--- config.mk ---
export PLATFORM = sky130hd
export DESIGN_NAME = multi_debouncer
export DESIGN_NICKNAME = d
export VERILOG_FILES = /design/src/rtl/multi_debouncer_pkg.sv /design/src/rtl/multi_debouncer_chan.sv /design/src/rtl/multi_debouncer.sv
export SDC_FILE = /design/constraint.sdc
export NUM_CORES = 1
export LEC_CHECK = 0
export ABC_AREA = 1
export CAP_MARGIN = 25
export CORE_UTILIZATION = 35
export DETAILED_ROUTE_END_ITERATION = 10
export GPL_ROUTABILITY_DRIVEN = 0
export HOLD_SLACK_MARGIN = 0.03
export PLACE_DENSITY = 0.6
export SYNTH_ARGS = -nofsm -noshare
export SYNTH_HDL_FRONTEND = slang
export SYNTH_HIERARCHICAL = 1
export SYNTH_SLANG_ARGS = --single-unit
--- constraint.sdc ---
create_clock -name clk -period 1.4 [get_ports clk]
set_input_delay 0.28 -clock clk [delete_from_list [all_inputs] [get_ports clk]]
set_output_delay 0.28 -clock clk [all_outputs]
set_load 0.005 [all_outputs]
--- src/rtl/multi_debouncer_pkg.sv ---
// Shared constants and per-channel event bundle for the multi-channel debouncer.
package btn_pkg;

   localparam int unsigned DEF_DEBOUNCE_CYCLES = 65536;
   localparam int unsigned DEF_REPEAT_DELAY    = 1000000;
   localparam int unsigned DEF_REPEAT_PERIOD   = 250000;

   typedef struct packed {
      logic level;
      logic rise;
      logic fall;
      logic rpt;
   } btn_evt_t;

   // Repeat counter only needs to reach max(delay, period) - 1.
   function automatic int unsigned rpt_cnt_width(input int unsigned delay,
                                                 input int unsigned period);
      int unsigned m;
      m = (delay > period) ? delay : period;
      return (m < 2) ? 1 : $clog2(m);
   endfunction

endpackage

--- src/rtl/multi_debouncer_chan.sv ---
// One debounce channel: 2-flop synchroniser, symmetric filter counter, event pulses.
// Auto-repeat logic exists only when BTN_REPEAT_EN is defined.
module debounce_chan
   import btn_pkg::*;
#(
   parameter int unsigned DEBOUNCE_CYCLES = DEF_DEBOUNCE_CYCLES,
   parameter int unsigned REPEAT_DELAY    = DEF_REPEAT_DELAY,
   parameter int unsigned REPEAT_PERIOD   = DEF_REPEAT_PERIOD
) (
   input  logic     clk,
   input  logic     rst,
   input  logic     i_raw,
   output btn_evt_t o_evt
);

   localparam int unsigned          CNT_W    = $clog2(DEBOUNCE_CYCLES);
   localparam logic [CNT_W-1:0]     CNT_LAST = CNT_W'(DEBOUNCE_CYCLES - 1);

   if (DEBOUNCE_CYCLES < 2 || REPEAT_DELAY < 1 || REPEAT_PERIOD < 1) begin : g_bad_cfg
      $error("debounce_chan: DEBOUNCE_CYCLES must be >= 2, repeat timings >= 1");
   end

   logic             r_s1;
   logic             r_s2;
   logic             r_level;
   logic             r_rise;
   logic             r_fall;
   logic [CNT_W-1:0] r_cnt;
   logic             w_diff;
   logic             w_term;
   logic             w_rpt;

   assign w_diff = r_s2 ^ r_level;
   assign w_term = w_diff && (r_cnt == CNT_LAST);

   always_ff @(posedge clk or posedge rst) begin
      if (rst) begin
         r_s1    <= 1'b0;
         r_s2    <= 1'b0;
         r_level <= 1'b0;
         r_rise  <= 1'b0;
         r_fall  <= 1'b0;
         r_cnt   <= '0;
      end else begin
         r_s1   <= i_raw;
         r_s2   <= r_s1;
         r_rise <= 1'b0;
         r_fall <= 1'b0;
         if (!w_diff) begin
            r_cnt <= '0;
         end else if (w_term) begin
            r_level <= r_s2;
            r_cnt   <= '0;
            r_rise  <= r_s2;
            r_fall  <= ~r_s2;
         end else begin
            r_cnt <= r_cnt + 1'b1;
         end
      end
   end

`ifdef BTN_REPEAT_EN
   localparam int unsigned      RPT_W     = rpt_cnt_width(REPEAT_DELAY, REPEAT_PERIOD);
   localparam logic [RPT_W-1:0] RPT_FIRST = RPT_W'(REPEAT_DELAY - 1);
   localparam logic [RPT_W-1:0] RPT_NEXT  = RPT_W'(REPEAT_PERIOD - 1);

   logic [RPT_W-1:0] r_rcnt;
   logic             r_first;
   logic             r_rpt;
   logic             w_rpt_hit;

   assign w_rpt_hit = (r_rcnt == (r_first ? RPT_FIRST : RPT_NEXT));

   // Any acceptance (rise or fall) or a low level re-arms the initial delay.
   always_ff @(posedge clk or posedge rst) begin
      if (rst) begin
         r_rcnt  <= '0;
         r_first <= 1'b1;
         r_rpt   <= 1'b0;
      end else begin
         r_rpt <= 1'b0;
         if (w_term || !r_level) begin
            r_rcnt  <= '0;
            r_first <= 1'b1;
         end else if (w_rpt_hit) begin
            r_rpt   <= 1'b1;
            r_rcnt  <= '0;
            r_first <= 1'b0;
         end else begin
            r_rcnt <= r_rcnt + 1'b1;
         end
      end
   end

   assign w_rpt = r_rpt;
`else
   assign w_rpt = 1'b0;
`endif

   assign o_evt = '{level: r_level, rise: r_rise, fall: r_fall, rpt: w_rpt};

endmodule

--- src/rtl/multi_debouncer.sv ---
// N-channel push-button debouncer top: fans raw inputs out to debounce_chan instances.
// Optional auto-repeat is enabled with macro BTN_REPEAT_EN.
module multi_debouncer
   import btn_pkg::*;
#(
   parameter int unsigned NUM_CH          = 4,
   parameter int unsigned DEBOUNCE_CYCLES = DEF_DEBOUNCE_CYCLES,
   parameter int unsigned REPEAT_DELAY    = DEF_REPEAT_DELAY,
   parameter int unsigned REPEAT_PERIOD   = DEF_REPEAT_PERIOD
) (
   input  logic              clk,
   input  logic              rst,
   input  logic [NUM_CH-1:0] btn_raw,
   output logic [NUM_CH-1:0] btn_level,
   output logic [NUM_CH-1:0] btn_rise,
   output logic [NUM_CH-1:0] btn_fall,
   output logic [NUM_CH-1:0] btn_repeat
);

   for (genvar g = 0; g < NUM_CH; g++) begin : g_ch
      btn_evt_t w_evt;

      debounce_chan #(
         .DEBOUNCE_CYCLES (DEBOUNCE_CYCLES),
         .REPEAT_DELAY    (REPEAT_DELAY),
         .REPEAT_PERIOD   (REPEAT_PERIOD)
      ) u_chan (
         .clk   (clk),
         .rst   (rst),
         .i_raw (btn_raw[g]),
         .o_evt (w_evt)
      );

      assign btn_level[g]  = w_evt.level;
      assign btn_rise[g]   = w_evt.rise;
      assign btn_fall[g]   = w_evt.fall;
      assign btn_repeat[g] = w_evt.rpt;
   end

endmodule
==> results of run 1 <==
[metal layers]
layer / part of all wire / up-vias
li1: - / 1695
met1: 0.48 / 1570
met2: 0.47 / 35
met3: 0.027 / 13
met4: 0.018 / 0
met5: 0 / -
[layout make-up]
class | instances | area [sq um] | area share
multi-input cells | 356 | 2215 | 0.4057
flip-flops and latches | 84 | 2102 | 0.3851
repair buffers | 43 | 362.8 | 0.06647
clock buffers | 13 | 270.3 | 0.04951
inverters | 64 | 250.2 | 0.04584
well taps | 172 | 215.2 | 0.03942
clock inverters | 3 | 43.79 | 0.008022
[placed cells by master, fill, tap and decap left out, drive strengths merged, types with 13 or more instances in the layout]
cell type	netlist	layout
nand2	120	124
nor2	116	116
dfrtp	84	84
inv	64	64
buf	16	26
nand3	24	24
nand4	16	16
o21ai	16	16
nor3	16	16
clkbuf	0	13
[kinds of logic (layout without fill, tap and decap cells)]
group	count (synthesis)	count (layout)
adder cells (fa/ha/maj)	4	4
XOR/XNOR	20	20
other	4	4
AO/OA/AOI/OAI	32	32
AND/OR/NAND/NOR	292	296
buffers and inverters	80	123
flip-flops	84	84
[power by group through the flow]
| stage | Sequential (mW) | Combinational [mW] | Clock [mW] |
|---|---|---|---|
| after global placement | 2.54 | 0.248 | 0 |
| final | 2.51 | 0.278 | 2.47 |
| after CTS | 2.50 | 0.257 | 2.52 |
| after floorplan | 2.54 | 0.169 | 0 |
| after detailed placement | 2.54 | 0.255 | 0 |
| after global routing | 2.51 | 0.323 | 2.63 |
[repair_timing]
item                                    in CTS  in global routing
pin swaps                                    0                  7
endpoints found under the setup margin      13                 47
gates cloned                                 0                  4
buffers inserted                             3                  9
gates resized for setup                     13                 16
hold buffers                                 0                  0
[metrics by stage]
| step | total power [mW] | setup WS [ns] | util | area [sq um] | cells |
|---|---|---|---|---|---|
| after floorplan | 2.709 | 0.09820 | - | 4549 | 516 |
| after global placement | 2.789 | 0.06492 | 0.3893 | 4932 | 703 |
| after detailed placement | 2.799 | -0.001611 | 0.3893 | 4932 | 703 |
| after CTS | 5.277 | 0.007665 | 0.4148 | 5256 | 722 |
| after global routing | 5.465 | -0.03713 | 0.4308 | 5459 | 735 |
| final | 5.257 | 0.03286 | 0.4308 | 5459 | 735 |
[final timing paths]
| check | end | slack [ns] |
|---|---|---|
| setup / recovery | g_ch[2].u_chan/r_cnt[11]$_DFF_PP0_ | 0.03 |
| hold / removal | g_ch[3].u_chan/r_s2$_DFF_PP0_ | 0.35 |
| setup reg to reg | g_ch[2].u_chan/r_cnt[11]$_DFF_PP0_ | 0.03 |
| hold reg to reg | g_ch[3].u_chan/r_s2$_DFF_PP0_ | 0.35 |
| max in group asynchronous | g_ch[3].u_chan/r_cnt[15]$_DFF_PP0_ | 0.77 |
| min in group asynchronous | g_ch[1].u_chan/r_cnt[12]$_DFF_PP0_ | 0.39 |
[registers in the layout (all words and copies together), names as in the netlist]
| register | cells |
|---|---|
| g_ch.u_chan/r_cnt | 64 |
| g_ch.u_chan/r_fall | 4 |
| g_ch.u_chan/r_level | 4 |
| g_ch.u_chan/r_rise | 4 |
| g_ch.u_chan/r_s1 | 4 |
| g_ch.u_chan/r_s2 | 4 |
[worst max-delay path, stage by stage, from the launching register on]
cell and delay [ns]:
sky130_fd_sc_hd__dfrtp_1 0.39, sky130_fd_sc_hd__ha_2 0.21, sky130_fd_sc_hd__nand3_2 0.10, sky130_fd_sc_hd__inv_2 0.11
sky130_fd_sc_hd__nand2_4 0.08, sky130_fd_sc_hd__nor2_8 0.12, sky130_fd_sc_hd__nand2_8 0.09, sky130_fd_sc_hd__nand2_4 0.12
sky130_fd_sc_hd__nor2_2 0.04
==> results.md, run 1 <==
• **status** finished, final reports clean
• **count of state elements after synthesis** 84
• **switching component of the power** 1.149 mW
• **final hold slack** 0.3498 ns
• **share of the synthesized area in compound gates (AO/OA/AOI/OAI)** 0.03740
• **Internal Power** 4.108 mW
• **number of buffers added by the clock tree synthesis step** 9
• **Vias** 3313
• **vias in the first global route** 3326
• **warnings from Yosys** 6
• **startpoint of the worst-slack reg-to-reg timing path** g_ch[2].u_chan/r_cnt[1]$_DFF_PP0_
• **global routing usage on met1** 0.1736
• **share of synthesized cell area in and, or, nand and nor gates** 0.3663
• **fraction of the mapped netlist area in adder cells** 0.01100
• **class of the most critical hold timing path** reg -> reg
• **GR Util met3** 0.02981
• **layout cells sized above 1** 0.2984
• **antenna violations before repair** 0
• **Wirelength per Cell** 11.54 um
• **Chip Width** 116.0 um
• **Layout Area Growth over Synthesis** 19.99%
• **clock sinks** 84
• **WP data required** 1.63 ns
• **Tcrit/Tclk final** 0.9765
• **register clock-pin slew on the reported worst setup and hold paths** 0.06 ns
• **Synthesized Nets** 526
• **Port Buffers** 17
• **XOR/XNOR share of the synthesized area** 0.03850
• **core outline area** 12670 sq um
• **number of enable flip-flop cells after synthesis** 0
• **critical path startpoint** g_ch[2].u_chan/r_cnt[1]$_DFF_PP0_
• **critical hold path startpoint** g_ch[3].u_chan/r_s1$_DFF_PP0_
• **share of synthesized registers carrying an async set or reset** 1.000
• **switching portion of total power** 0.2186
• **global-route wire length before repair** 14590 um
• **area share of the leading cell type in the synthesized netlist** 0.4620
• **DRC violation count after routing** 0
• **setup clock skew after layout** 0.002914 ns
• **Sequential Power Share** 0.477
• **maxcap violations** 0
• **Placement Rows** 41
• **count of cells along the worst register-to-register path** 8
• **maximum fanout count along the critical path** 6
• **GRT Residual Overflow** 0
• **category of the most critical setup path** reg -> reg
• **peak supply drop** 0.7730 mV
• **Diodes inserted** 0
• **number of failing hold endpoints at the final stage** 0
• **top post-synthesis cells by area** sky130_fd_sc_hd__dfrtp_1 46%, sky130_fd_sc_hd__nand2_1 7.6%, sky130_fd_sc_hd__nor2_2 6.1%
• **Post-Synthesis Cells** 516
• **netlist area before placement** 4549 sq um
• **grt peak-use layer** met2
• **pin count of the biggest net entering global routing** 22
• **dominant combinational cell family by area after synthesis** simple AND/OR/NAND/NOR gates
• **top cell types by occurrence after synthesis** 92 x sky130_fd_sc_hd__nand2_1, 84 x sky130_fd_sc_hd__dfrtp_1, 64 x sky130_fd_sc_hd__nor2_1
• **deepest level of the CTS H-tree** 3
• **cell taking the most area after synthesis** sky130_fd_sc_hd__dfrtp_1
• **most common cell in the synthesized netlist** sky130_fd_sc_hd__nand2_1
• **count of TritonRoute iterations in the first routing pass** 5
• **Worst EP arrival** 1.60 ns
• **crit start category** register
• **effective utilization at floorplan** 0.3590
• **number of setup violations in the final report** 0
• **Filler cells** 1245
• **leakage dissipation** 2.384 nW
• **count of final max-slew check failures** 0
• **HPWL after detailed placement** 6038 um
• **height of the chip** 116.0 um
• **GR Layer Usage met2** 0.2290
• **nets** 568
• **main flop type after synthesis** sky130_fd_sc_hd__dfrtp_1
• **average vias per placed instance** 4.507
• **Root Buffer** sky130_fd_sc_hd__clkbuf_16
• **I/O pins** 22
• **Unique masters post-synth** 25
• **share of total power in combinational logic** 0.053
• **total length of routed wires** 8483 um
• **multiplexer share of the synthesized area** 0
• **power density over the cells** 963.0 nW/um^2
• **portion of total power attributed to the clock network** 0.470
• **maximum count of clock buffers along a single path** 2
• **Total GRT Usage** 0.1384
• **clock tree from TritonCTS** yes
• **post-synthesis average cell area** 8.817 sq um
• **clock latency at the later pin of the worst-skew pair** 0.33 ns
• **part of the Yosys area used for sequential elements** 0.4620
• **endpoint type of the worst setup path** register
• **area enclosed by the die boundary** 13460 sq um
• **post-route setup TNS** 0 ns
• **achievable frequency** 731.5 MHz
• **clock period minus worst slack** 1.367 ns
• **worst hold path cell count** 0
• **antenna viol nets, final** 0
• **drt first-iter violations** 213
• **setup repair after global routing missed its margin** yes
(Power assumes the default switching activity.)
==> run 2: changes to the inputs <==
--- a/config.mk
+++ b/config.mk
@@ -13,4 +13,5 @@
 export HOLD_SLACK_MARGIN = 0.03
 export PLACE_DENSITY = 0.6
+export RECOVER_POWER = 25
 export SYNTH_ARGS = -nofsm -noshare
 export SYNTH_HDL_FRONTEND = slang
==> constraint.sdc (replaced) <==
create_clock -name clk -period 1.4 [get_ports clk]
set_input_delay 0.28 -clock clk [delete_from_list [all_inputs] [get_ports clk]]
set_output_delay 0.28 -clock clk [all_outputs]
set_load 0.02 [all_outputs]
==> run 2 against run 1 <==
Against the previous run:
- sequential share of layout area is 0.56 points lower
- worst hold slack worse by 0.0018 ns
- non-clock buffer count is 2 higher
- clock power grew 5%
- register-to-register slack is essentially flat
- critical path depth did not move
- highest routed layer unchanged
- largest cell class unchanged
- cell area grew 1.5%
- worst setup slack got worse by 0.011 ns
==> results.md, run 2 (synthesis results as in run 1) <==
• **critical path depth** 8, unchanged
• **Wirelength per Cell** 11.74 um, +1.8%
• **drt first-iter violations** 170, -20%
• **peak supply drop** 0.5567 mV, -28%
• **power density over the cells** 970.8 nW/um^2, +0.82%
• **worst setup slack after placement** 0.007823 ns, +0.009433 ns
• **area enclosed by the die boundary** 13460 sq um, unchanged
• **Filler cells** 1202, -3.5%
• **maxcap violations** 0, unchanged
• **HPWL after detailed placement** 5998 um, -0.67%
• **GRT Residual Overflow** 0, unchanged
• **effective utilization at floorplan** 0.3590, unchanged
• **Worst EP arrival** 1.61 ns, about the same
• **clock period minus worst slack** 1.379 ns, +0.01139 ns
• **class of the most critical hold timing path** reg -> reg
• **count of cells along the worst register-to-register path** 8, unchanged
• **most frequent standard cell in the layout excluding fill and tap cells** sky130_fd_sc_hd__nand2_1
• **largest register by flop count** g_ch.u_chan/r_cnt
• **post-place instance area** 4965 sq um, +0.66%
• **final worst slack** 0.02147 ns, -0.01139 ns
• **register clock-pin slew on the reported worst setup and hold paths** 0.06 ns, about the same
• **clock latency at the later pin of the worst-skew pair** 0.34 ns, about the same
• **Port Buffers** 17, unchanged
• **Largest register FFs** 64, unchanged
• **global-route wire length before repair** 14600 um, about the same
• **most frequent cell on the critical path** sky130_fd_sc_hd__nand2_8
• **total power after layout** 5.377 mW, +2.3%
• **status** finished, final reports clean
• **Vias** 3370, +1.7%
• **worst path bufs/invs** 1, unchanged
• **area taken by multi-input logic gates** 2286 sq um, +3.2%
• **nets** 570, +0.35%
• **most used cells in the layout excluding fill and tap cells** 92 x sky130_fd_sc_hd__nand2_1, 84 x sky130_fd_sc_hd__dfrtp_1, 54 x sky130_fd_sc_hd__nor2_1
• **clock sinks** 84, unchanged
• **setup clock skew after layout** 0.006687 ns, +0.003772 ns
• **Max stage delay cell, worst path** sky130_fd_sc_hd__dfrtp_1
• **Diodes inserted** 0, unchanged
• **Tcrit/Tclk final** 0.9847, +0.008132
• **endpoint type of the worst setup path** register
• **layout cells sized above 1** 0.3168, +0.01841
• **leakage dissipation** 2.400 nW, +0.70%
• **crit start category** register
• **Chip Width** 116.0 um, unchanged
• **peak per-stage delay on the critical path** 0.37 ns, -0.02 ns
• **antenna violations before repair** 0, unchanged
• **pin count of the biggest net entering global routing** 22, unchanged
• **WP data required** 1.63 ns, about the same
• **height of the chip** 116.0 um, unchanged
• **deepest level of the CTS H-tree** 3, unchanged
• **average vias per placed instance** 4.573, +1.4%
• **core outline area** 12670 sq um, unchanged
• **Layout Utilization** 0.4371, +0.006320
• **Placement Rows** 41, unchanged
• **DRC violation count after routing** 0, unchanged
• **total length of routed wires** 8656 um, +2.0%
• **Reg area** 2102 sq um, unchanged
• **Root Buffer** sky130_fd_sc_hd__clkbuf_16
• **count of final max-slew check failures** 0, unchanged
• **category of the most critical setup path** reg -> reg
• **worst hold path cell count** 0, unchanged
• **Cells after DPL** 709, +0.85%
• **final cell area excluding filler cells** 5539 sq um, +1.5%
• **clock tree from TritonCTS** yes
• **maximum count of clock buffers along a single path** 2, unchanged
• **number of failing hold endpoints at the final stage** 0, unchanged
• **I/O pins** 22, unchanged
• **achievable frequency** 725.4 MHz, -0.83%
• **number of setup violations in the final report** 0, unchanged
• **post-cts hold buffer count** 0, unchanged
• **pin slew with the least headroom to its limit** 0.5359 ns
• **Layout Area Growth over Synthesis** 21.75%
• **maximum fanout count along the critical path** 6, unchanged
• **number of buffers added by the clock tree synthesis step** 9, unchanged
• **Crit path max-delay family** simple AND/OR/NAND/NOR gates
• **final hold slack** 0.3480 ns, -0.001786 ns
• **post-route setup TNS** 0 ns, unchanged
• **vias in the first global route** 3339, +0.39%
• **worst rel slew slack** 0.6427
• **Total GRT Usage** 0.1378, -0.0006240
• **Layout Cells excl Fill** 737, +0.27%
• **critical path cell sequence** ha_2 > nand3_2 > inv_2 > nand2_4 > nor2_8 > nand2_8 > nand2_8 > nor2_2
• **setup repair after global routing missed its margin** yes
• **count of TritonRoute iterations in the first routing pass** 4, -1
• **antenna viol nets, final** 0, unchanged
run 2: cell types whose count changed in the layout (fill, tap and decap cells not counted), sizes merged:
cell           delta
dlygate4sd3       +5
clkdlybuf4s50     -5
bufinv            +1
dlygate4sd2       -1
clkinv            +2
run 2: area by class of cell:
type / instances / area share
repair buffers: 45 / 0.06438
clock buffers: 10 / 0.04314
well taps: 172 / 0.03885
clock inverters: 6 / 0.01581
flip-flops and latches: 84 / 0.3795
inverters: 64 / 0.04563
multi-input cells: 356 / 0.4127
run 2: metal layers:
metal  wire (um)  track usage
met1        3973       0.1658
met2        4237       0.2353
met4         169      0.05983
met5           0            0
met3         276      0.03190
run 2: where the power goes:
part | internal (mW) | switching (mW) | leakage [nW]
Sequential | 2.47 | 0.0421 | 1.15
Clock | 1.61 | 0.975 | 0.162
Combinational | 0.105 | 0.178 | 1.09
run 2: path summary, 6_finish.rpt:
| check | slack (ns) | from | end |
|---|---|---|---|
| worst max register to register | 0.02 | g_ch[0].u_chan/r_cnt[1]$_DFF_PP0_ | g_ch[0].u_chan/r_cnt[7]$_DFF_PP0_ |
| worst min-delay path | 0.35 | g_ch[1].u_chan/r_s1$_DFF_PP0_ | g_ch[1].u_chan/r_s2$_DFF_PP0_ |
| min in group asynchronous | 0.48 | rst | g_ch[1].u_chan/r_cnt[12]$_DFF_PP0_ |
| max in group asynchronous | 0.47 | rst | g_ch[3].u_chan/r_cnt[6]$_DFF_PP0_ |
| worst min register to register | 0.35 | g_ch[1].u_chan/r_s1$_DFF_PP0_ | g_ch[1].u_chan/r_s2$_DFF_PP0_ |
| worst max-delay path | 0.02 | g_ch[0].u_chan/r_cnt[1]$_DFF_PP0_ | g_ch[0].u_chan/r_cnt[7]$_DFF_PP0_ |
run 2: repair_timing:
action / in CTS / in global routing
gates resized for setup: 15 / 34
endpoints found under the setup margin: 14 / 50
cloned: 0 / 4
buffers inserted: 0 / 8
pin swaps: 0 / 14
==> run 3: changes to the inputs <==
- CTS_CLUSTER_DIAMETER: not set -> 50
- GPL_TIMING_DRIVEN: not set -> 0
==> run 3 against run 2 <==
Against the previous run:
- cell area is 0.47% higher
- via count decreased by 0.56%
- register-to-register slack improved by 0.02 ns
- clock skew grew 0.0037 ns
- critical path type unchanged
- global-route usage up 0.30 points
- sequential power hardly changed
==> results.md, run 3 (synthesis results as in run 1) <==
• **drt first-iter violations** 211, +24%
• **largest register by flop count** g_ch.u_chan/r_cnt
• **DRC violation count after routing** 0, unchanged
• **clock sinks** 84, unchanged
• **peak per-stage delay on the critical path** 0.37 ns, about the same
• **class of the most critical hold timing path** reg -> reg
• **I/O pins** 22, unchanged
• **GRT Residual Overflow** 0, unchanged
• **achievable frequency** 734.9 MHz, +1.3%
• **critical path startpoint** g_ch[0].u_chan/r_cnt[1]$_DFF_PP0_
• **register clock-pin slew on the reported worst setup and hold paths** 0.07 ns, about the same
• **peak supply drop** 0.5272 mV, -5.3%
• **average vias per placed instance** 4.480, -2.0%
• **Root Buffer** sky130_fd_sc_hd__clkbuf_16
• **Layout Area Growth over Synthesis** 22.33%
• **clock latency at the later pin of the worst-skew pair** 0.34 ns, about the same
• **worst rel slew slack** 0.4623, -0.1804
• **Chip Width** 116.0 um, unchanged
• **count of final max-slew check failures** 0, unchanged
• **startpoint of the worst-slack reg-to-reg timing path** g_ch[0].u_chan/r_cnt[1]$_DFF_PP0_
• **Port Buffers** 17, unchanged
• **height of the chip** 116.0 um, unchanged
• **maxcap violations** 0, unchanged
• **count of TritonRoute iterations in the first routing pass** 4, unchanged
• **most frequent standard cell in the layout excluding fill and tap cells** sky130_fd_sc_hd__nand2_1
• **power density over the cells** 932.4 nW/um^2, -4.0%
• **worst path bufs/invs** 1, unchanged
• **global-route wire length before repair** 14760 um, +1.1%
• **Cells after DPL** 705, -0.56%
• **Layout Cells excl Fill** 748, +1.5%
• **layout cells sized above 1** 0.3368, +0.01999
• **Max stage delay cell, worst path** sky130_fd_sc_hd__dfrtp_1
• **vias in the first global route** 3255, -2.5%
• **post-route setup TNS** 0 ns, unchanged
• **Worst EP arrival** 1.58 ns, -0.03 ns
• **number of buffers added by the clock tree synthesis step** 9, unchanged
• **category of the most critical setup path** reg -> reg
• **clock period minus worst slack** 1.361 ns, -0.01783 ns
• **maximum count of clock buffers along a single path** 2, unchanged
• **setup repair after global routing missed its margin** yes
• **setup clock skew after layout** 0.01040 ns, +0.003715 ns
• **HPWL after detailed placement** 5846 um, -2.5%
• **critical hold path startpoint** g_ch[0].u_chan/r_s1$_DFF_PP0_
• **area enclosed by the die boundary** 13460 sq um, unchanged
• **Tcrit/Tclk final** 0.9719, -0.01274
• **deepest level of the CTS H-tree** 3, unchanged
• **endpoint type of the worst setup path** register
• **pin slew with the least headroom to its limit** 0.8057 ns, +0.2697 ns
• **Largest register FFs** 64, unchanged
• **Layout Utilization** 0.4392, +0.002074
• **Wirelength per Cell** 11.83 um, +0.73%
• **clock tree from TritonCTS** yes
• **Vias** 3351, -0.56%
• **Placement Rows** 41, unchanged
• **antenna viol nets, final** 0, unchanged
• **effective utilization at floorplan** 0.3590, unchanged
• **pin count of the biggest net entering global routing** 22, unchanged
• **final hold slack** 0.3552 ns, +0.007221 ns
• **Filler cells** 1226, +2.0%
• **crit start category** register
• **number of failing hold endpoints at the final stage** 0, unchanged
• **most used cells in the layout excluding fill and tap cells** 91 x sky130_fd_sc_hd__nand2_1, 84 x sky130_fd_sc_hd__dfrtp_1, 63 x sky130_fd_sc_hd__nor2_1
• **most frequent cell on the critical path** sky130_fd_sc_hd__nand2_8
• **Crit path max-delay family** simple AND/OR/NAND/NOR gates
• **leakage dissipation** 2.411 nW, +0.46%
• **number of setup violations in the final report** 0, unchanged
• **status** finished, final reports clean
• **total power after layout** 5.189 mW, -3.5%
• **critical path cell sequence** ha_2 > nand3_2 > inv_2 > nand2_4 > nor2_8 > nand2_8 > nand2_8 > nor2_2
• **antenna violations before repair** 0, unchanged
• **post-cts hold buffer count** 0, unchanged
• **maximum fanout count along the critical path** 6, unchanged
• **nets** 581, +1.9%
• **Diodes inserted** 0, unchanged
• **Total GRT Usage** 0.1408, +0.003000
• **total length of routed wires** 8849 um, +2.2%
• **WP data required** 1.62 ns, about the same
• **core outline area** 12670 sq um, unchanged
## run 3: path summary, 6_finish.rpt
| kind | to | slack [ns] | depth (start not counted) |
|---|---|---|---|
| max | g_ch[0].u_chan/r_cnt[5]$_DFF_PP0_ | 0.04 | 8 |
| min | g_ch[0].u_chan/r_s2$_DFF_PP0_ | 0.36 | 0 |
| min reg2reg | g_ch[0].u_chan/r_s2$_DFF_PP0_ | 0.36 | 0 |
| max in group asynchronous | g_ch[3].u_chan/r_cnt[10]$_DFF_PP0_ | 0.38 | 2 |
| max reg2reg | g_ch[0].u_chan/r_cnt[5]$_DFF_PP0_ | 0.04 | 8 |
| min in group asynchronous | g_ch[1].u_chan/r_rise$_DFF_PP0_ | 0.50 | 2 |
## run 3: cell type report
type,instances,area [sq um],share of cell area
clock buffers,9,225.2,0.04047
multi-input cells,356,2276,0.4089
inverters,64,257.7,0.04631
plain buffers,16,120.1,0.02158
well taps,172,215.2,0.03867
repair buffers,40,295.3,0.05306
clock inverters,7,73.82,0.01326
flip-flops and latches,84,2102,0.3777
## run 3: per-layer routing
layer	global-route usage	routed length [um]	vias to the layer above
li1	-	-	1716
met1	0.1770	4043	1594
met2	0.2317	4414	32
met3	0.03661	264	9
met4	0.05385	125	0
met5	0	0	-
## run 3: report_power, final
part | leakage (nW) | internal (mW) | switching [mW]
clock network | 0.146 | 1.39 | 1.00
registers | 1.15 | 2.47 | 0.0424
logic | 1.12 | 0.108 | 0.179
total | 2.41 | 3.97 | 1.22
## run 3: repair_timing
| item | 4_1_cts | 5_1_grt |
|---|---|---|
| setup endpoints to repair | 53 | 57 |
| gates resized for setup | 36 | 31 |
| cloned | 0 | 4 |
| pin swaps | 0 | 10 |
| buffers inserted | 13 | 10 |
## run 3: worst reg2reg max path, stage by stage (launching register included)
cell and delay [ns]:
sky130_fd_sc_hd__dfrtp_1 0.37, sky130_fd_sc_hd__ha_2 0.21, sky130_fd_sc_hd__nand3_2 0.11, sky130_fd_sc_hd__inv_2 0.10
sky130_fd_sc_hd__nand2_4 0.08, sky130_fd_sc_hd__nor2_8 0.12, sky130_fd_sc_hd__nand2_8 0.10, sky130_fd_sc_hd__nand2_8 0.11
sky130_fd_sc_hd__nor2_2 0.04
## run 3: per-stage QoR
stage / worst slack, ns / instance area, sq um
CTS: 0.001752 / 5361
finish: 0.03931 / 5565
floorplan: 0.09820 / 4549
global route: -0.04051 / 5565
global placement: -0.05285 / 4935
detailed placement: -0.07482 / 4935
